<file path="config.mk">
export PLATFORM = sky130hd
export DESIGN_NAME = i2c_bus_arbiter
export DESIGN_NICKNAME = d
export VERILOG_FILES = /design/src/rtl/i2c_bus_arbiter_pkg.sv /design/src/rtl/i2c_bus_arbiter_rr_select.sv /design/src/rtl/i2c_bus_arbiter.sv
export SDC_FILE = /design/constraint.sdc
export NUM_CORES = 1
export LEC_CHECK = 0
export ABC_AREA = 1
export CAP_MARGIN = 20
export CORE_MARGIN = 10
export CORE_UTILIZATION = 33
export DETAILED_ROUTE_END_ITERATION = 6
export MAX_ROUTING_LAYER = met4
export PLACE_DENSITY = 0.67
export REMOVE_ABC_BUFFERS = 1
export SETUP_SLACK_MARGIN = 0.05
export SLEW_MARGIN = 20
export SYNTH_ARGS = -nofsm -noshare
export SYNTH_HDL_FRONTEND = slang
export SYNTH_SLANG_ARGS = --single-unit
</file>
<file path="constraint.sdc">
create_clock -name clock -period 1.5 [get_ports clock]
set_input_delay 0.3 -clock clock [delete_from_list [all_inputs] [get_ports clock]]
set_output_delay 0.3 -clock clock [all_outputs]
set_load 0.1 [all_outputs]
</file>
<file path="src/rtl/i2c_bus_arbiter_pkg.sv">
// Shared types for the I2C bus arbiter: FSM state encoding and the bit
// positions inside the engine address word.
package i2c_bus_arbiter_pkg;

  typedef enum logic [1:0] {
    IDLE  = 2'd0,
    ISSUE = 2'd1,
    RUN   = 2'd2,
    RESP  = 2'd3
  } arb_state_e;

  localparam int START_BIT = 8;
  localparam int RW_BIT    = 0;
  localparam int DEV_W     = 7;

endpackage

</file>
<file path="src/rtl/i2c_bus_arbiter_rr_select.sv">
// Combinational round-robin pick: search starts one past last_winner and wraps.
module rr_select
  import i2c_bus_arbiter_pkg::*;
#(
  parameter int NUM_REQ = 2,
  parameter int LW      = $clog2(NUM_REQ)
) (
  input  logic [NUM_REQ-1:0] req,
  input  logic [LW-1:0]      last_winner,
  output logic [NUM_REQ-1:0] winner,
  output logic               any
);

  always_comb begin
    int          idx;
    logic [LW-1:0] ix;
    logic        found;
    winner = '0;
    found  = 1'b0;
    idx    = 0;
    ix     = '0;
    for (int k = 1; k <= NUM_REQ; k++) begin
      idx = int'(last_winner) + k;
      if (idx >= NUM_REQ) idx = idx - NUM_REQ;
      ix = LW'(idx);
      if (!found && req[ix]) begin
        winner[ix] = 1'b1;
        found      = 1'b1;
      end
    end
  end

  assign any = |req;

endmodule

</file>
<file path="src/rtl/i2c_bus_arbiter.sv">
// Round-robin arbiter sharing one I2C register-access engine among NUM_REQ
// requesters. Define I2C_TIMEOUT_EN to add a watchdog on ISSUE/RUN.
module i2c_bus_arbiter
  import i2c_bus_arbiter_pkg::*;
#(
  parameter int NUM_REQ        = 2,
  parameter int TIMEOUT_CYCLES = 200000
) (
  input  logic                   clock,
  input  logic                   reset,
  input  logic [NUM_REQ-1:0]     req,
  input  logic [NUM_REQ-1:0]     req_rw,
  input  logic [7*NUM_REQ-1:0]   req_dev,
  input  logic [8*NUM_REQ-1:0]   req_reg,
  input  logic [8*NUM_REQ-1:0]   req_data,
  output logic [NUM_REQ-1:0]     gnt,
  output logic [NUM_REQ-1:0]     done,
  output logic                   err,
  output logic [7:0]             rd_data,
  output logic [8:0]             dev_address_s,
  output logic [7:0]             reg_address_s,
  output logic [7:0]             data_s,
  input  logic                   eng_busy,
  input  logic                   eng_done,
  input  logic                   ack_failed,
  input  logic [7:0]             eng_rx
);

  localparam int LW = $clog2(NUM_REQ);

  if (NUM_REQ < 2 || NUM_REQ > 8 || TIMEOUT_CYCLES < 2) begin : g_bad_param
    $error("i2c_bus_arbiter: NUM_REQ must be 2..8 and TIMEOUT_CYCLES >= 2");
  end

  arb_state_e          state;
  logic [LW-1:0]       last_winner;
  logic [LW-1:0]       win_idx;
  logic [LW-1:0]       sel_idx;
  logic [NUM_REQ-1:0]  sel_oh;
  logic                sel_any;
  logic                nack;
  logic                timeout;

  rr_select #(.NUM_REQ(NUM_REQ), .LW(LW)) u_rr (
    .req         (req),
    .last_winner (last_winner),
    .winner      (sel_oh),
    .any         (sel_any)
  );

  always_comb begin
    sel_idx = '0;
    for (int i = 0; i < NUM_REQ; i++)
      if (sel_oh[i]) sel_idx = LW'(i);
  end

`ifdef I2C_TIMEOUT_EN
  localparam int CW = $clog2(TIMEOUT_CYCLES);
  logic [CW-1:0] to_cnt;

  // Held at zero while idle, so it is cleared on ISSUE entry.
  always_ff @(posedge clock) begin
    if (reset || state == IDLE || state == RESP) to_cnt <= '0;
    else                                         to_cnt <= to_cnt + 1'b1;
  end

  assign timeout = (state == ISSUE || state == RUN) &&
                   (to_cnt == CW'(TIMEOUT_CYCLES - 1));
`else
  assign timeout = 1'b0;
`endif

  always_ff @(posedge clock) begin
    if (reset) begin
      state         <= IDLE;
      gnt           <= '0;
      done          <= '0;
      err           <= 1'b0;
      rd_data       <= '0;
      dev_address_s <= '0;
      reg_address_s <= '0;
      data_s        <= '0;
      nack          <= 1'b0;
      win_idx       <= '0;
      last_winner   <= LW'(NUM_REQ - 1);
    end else begin
      case (state)
        IDLE: if (sel_any) begin
          win_idx       <= sel_idx;
          gnt           <= sel_oh;
          dev_address_s <= {1'b1, req_dev[int'(sel_idx)*7 +: 7], req_rw[sel_idx]};
          reg_address_s <= req_reg[int'(sel_idx)*8 +: 8];
          data_s        <= req_data[int'(sel_idx)*8 +: 8];
          state         <= ISSUE;
        end
        ISSUE: begin
          if (timeout) begin
            dev_address_s[START_BIT] <= 1'b0;
            done[win_idx]            <= 1'b1;
            err                      <= 1'b1;
            state                    <= RESP;
          end else if (eng_busy) begin
            dev_address_s[START_BIT] <= 1'b0;
            state                    <= RUN;
          end
        end
        RUN: begin
          if (timeout) begin
            done[win_idx] <= 1'b1;
            err           <= 1'b1;
            state         <= RESP;
          end else begin
            if (ack_failed) nack <= 1'b1;
            if (eng_done) begin
              if (dev_address_s[RW_BIT]) rd_data <= eng_rx;
              done[win_idx] <= 1'b1;
              // a NACK landing on the same edge as eng_done still counts
              err           <= nack | ack_failed;
              state         <= RESP;
            end
          end
        end
        RESP: begin
          done        <= '0;
          err         <= 1'b0;
          gnt         <= '0;
          nack        <= 1'b0;
          last_winner <= win_idx;
          state       <= IDLE;
        end
        default: state <= IDLE;
      endcase
    end
  end

endmodule

</file>
==> reports/metrics.yaml <==
outcome:
  outcome: "finished, final reports clean"
routing:
  drc: 0
  drtIter0Drc: 62
  antenna_left: 0
  wl_microns: 6958
  drt-pass1-iter-count: 4
  post_drt_via_cell_ratio: 4.655
  wire_per_inst_microns: 13.72
  vias: 2360
setup_path:
  slowest_delay_ps: 370
  cp_cell_sequence: "inv_2 > ha_1 > nand2_1 > clkinv_1 > buf_4 > nand3_1 > a21oi_1"
  rr_startpoint: "state[0]"
  r2r_slack_ps: 130
  cp-startpoint: "state[0]"
  path_max_fanout: 8
  crit_path_start_kind: "flip-flop"
  worstRegToRegCells: 7
  crit_family: "flip-flops"
  endpoint_kind: "flip-flop"
  r2r_end: "rd_data[6]"
  critical-path-slowest-cell: "dfxtp_2"
  setup.worst_path.class: "flip-flop to flip-flop"
  arrival_ps: 1540
  cp_num_buf_inv: 3
  cp.required_ps: 1670
pwr:
  ir_drop_v: 0.001055
  p_per_area_nw_per_um2: 2067
  p_leak_nw: 1.791
synth:
  synthDistinctLibCells: 21
  syn_inst: 322
  synth_seq_cells: 43
  ys_seq_area_share_pct: 40.35
  syn_avg_cell_area_sq_um: 6.625
  synthTopCellsByArea: "dfxtp_1 (40%), nand3_1 (14%), nand2_1 (13%)"
  synth_top_area_share_pct: 40.35
  synth_warnings: 0
  syn_area_sq_um: 2133
  synth_top_cell_by_area: "dfxtp_1"
floorplan:
  initial_utilization_pct: 33.79
  rows: 29
  core-area_sq_um: 6314
  die_w_microns: 100.4
  die_y_microns: 100.4
  die-area_sq_um: 10080
  io-pin-count: 101
min_path:
  worstHoldPathCells: 2
  min_from: "rd_data[3]"
  worstHoldPathType: "flip-flop to flip-flop"
  whs_endpoint: "rd_data[3]"
flow_run:
  maxCapViolCount: 0
sta:
  max-slew-margin-rel_pct: 74.83
  setup_viol: 0
  rsz0062_at_grt: "no"
  worst_slew_pin_slew_ps: 373.7
  hold_violations: 0
  fin_crit_ps: 1372
  max_freq_mhz: 728.9
  clock_skew_ps: 5.097
  slew_viol_final: 0
  period_share_pct: 91.46
  finalSetupTns_ps: 0
cells_and_area:
  final_util_pct: 61.34
  final_nets: 499
  drive_gt1_share_pct: 17.21
  final_common_cell: "nand2_1"
  mostFrequentLayoutCells: "nand2_1 (71), nand3_1 (61), clkdlybuf4s50_1 (61)"
  finalInstanceArea_sq_um: 3872
  area_growth_pct: 81.52
  antenna_cells: 0
global_route:
  antenna_found_initial: 0
  grt_pass1_vias: 2250
  grt_start_max_net_pins: 32
  track_usage_pct: 13.09
  grt_overflow_total: 0
  grt_pass1_wl_microns: 10630
cts:
  cts_tree: "done"
  cts_buffers: 5
  root_buffer: "clkbuf_8"
  cts_buffer_depth: 2
  htreeDepth: 2
  clock-sinks: 43
  clk_pin_slew_ps: 80
  clock_latency_ps: 280
place:
  io_buffers: 100
  dp_hpwl_microns: 5274
  place_area_sq_um: 3651
  gp_congestion: 0.7374
==> layout make-up <==
cell class	instances	area, sq um
clock buffers	6	72.57
fillers	578	2441
inverters	38	142.6
multi-input cells	225	1061
flip-flops and latches	43	865.8
well taps	77	96.34
repair buffers	118	1634
==> synth_stat cells, drive strengths merged <==
master	number
o21ai	5
buf	14
clkinv	1
ha	5
o22ai	1
nor2	59
nand2	75
a21oi	16
inv	37
a211oi	1
dfxtp	43
nand4	2
nand3	61
clkbuf	2
==> state kept, by name, summed over array words and instances (netlist names), 2 cells and up <==
| signal | count |
|---|---|
| dev_address_s | 9 |
| rd_data | 8 |
| state | 2 |
| done | 2 |
| reg_address_s | 8 |
| data_s | 8 |
| gnt | 2 |
==> per-stage QoR <==
stage / power, mW / worst slack, ps / cells / hold slack, ps
floorplan: 4.899 / -208.3 / 306 / 369.1
global placement: 6.874 / -85.06 / 496 / 486.9
detailed placement: 6.931 / -115.2 / 496 / 491.2
CTS: 7.607 / 77.85 / 502 / 502.6
global route: 8.485 / 28.50 / 507 / 528.8
finish: 8.006 / 128.1 / 507 / 498.7
==> how the worst max path moves through the flow <==
stage	endpoint	slack, ps	cells after the start
after global placement	data_s[5]	-90	8
final	rd_data[6]	130	7
after floorplan	rd_data[0]	-210	3
after global routing	rd_data[1]	30	7
after detailed placement	dev_address_s[5]	-120	8
after CTS	dev_address_s[4]	80	9
==> per-layer routing <==
layer  track usage, %  up-vias  share of wire, %  routed length (microns)
met4            3.478        0               1.2                       82
met3            5.220        9               7.0                      484
li1                 -     1227                 -                        -
met5                -        -                 0                        0
met2            21.66       81                50                     3471
met1            14.29     1043                42                     2920
==> worst reg2reg max path: cells and delay by family (launching register included) <==
kind,cells,cell delay [ps]
adder cells (fa/ha/maj),1,250
AND/OR/NAND/NOR,2,190
flip-flops,1,370
AO/OA/AOI/OAI,1,60
buffers and inverters,3,370
==> logic make-up after synthesis <==
family                   count (synthesis)  share of synthesized area [%]
flip-flops                              43                          40.35
buffers and inverters                   54                          11.73
AND/OR/NAND/NOR                        197                          39.41
AO/OA/AOI/OAI                           23                          5.572
adder cells (fa/ha/maj)                  5                          2.933
==> repair_timing <==
| item | 4_1_cts | 5_1_grt |
|---|---|---|
| endpoints found under the setup margin | 2 | 40 |
| pin swaps | 0 | 3 |
| resized for setup | 1 | 14 |
| setup buffers | 0 | 2 |
| hold buffers | 0 | 0 |
| gates cloned | 0 | 3 |
| hold endpoints to repair | 0 | 0 |
==> power breakdown <==
group          internal [mW]  switching [mW]  total (mW)  leakage, nW
registers               1.48           0.352        1.84        0.355
clock network          0.310           0.350       0.661       0.0371
logic                   2.17            3.34        5.51         1.40
total                   3.97            4.04        8.01         1.79
(Power assumes the default switching activity.)
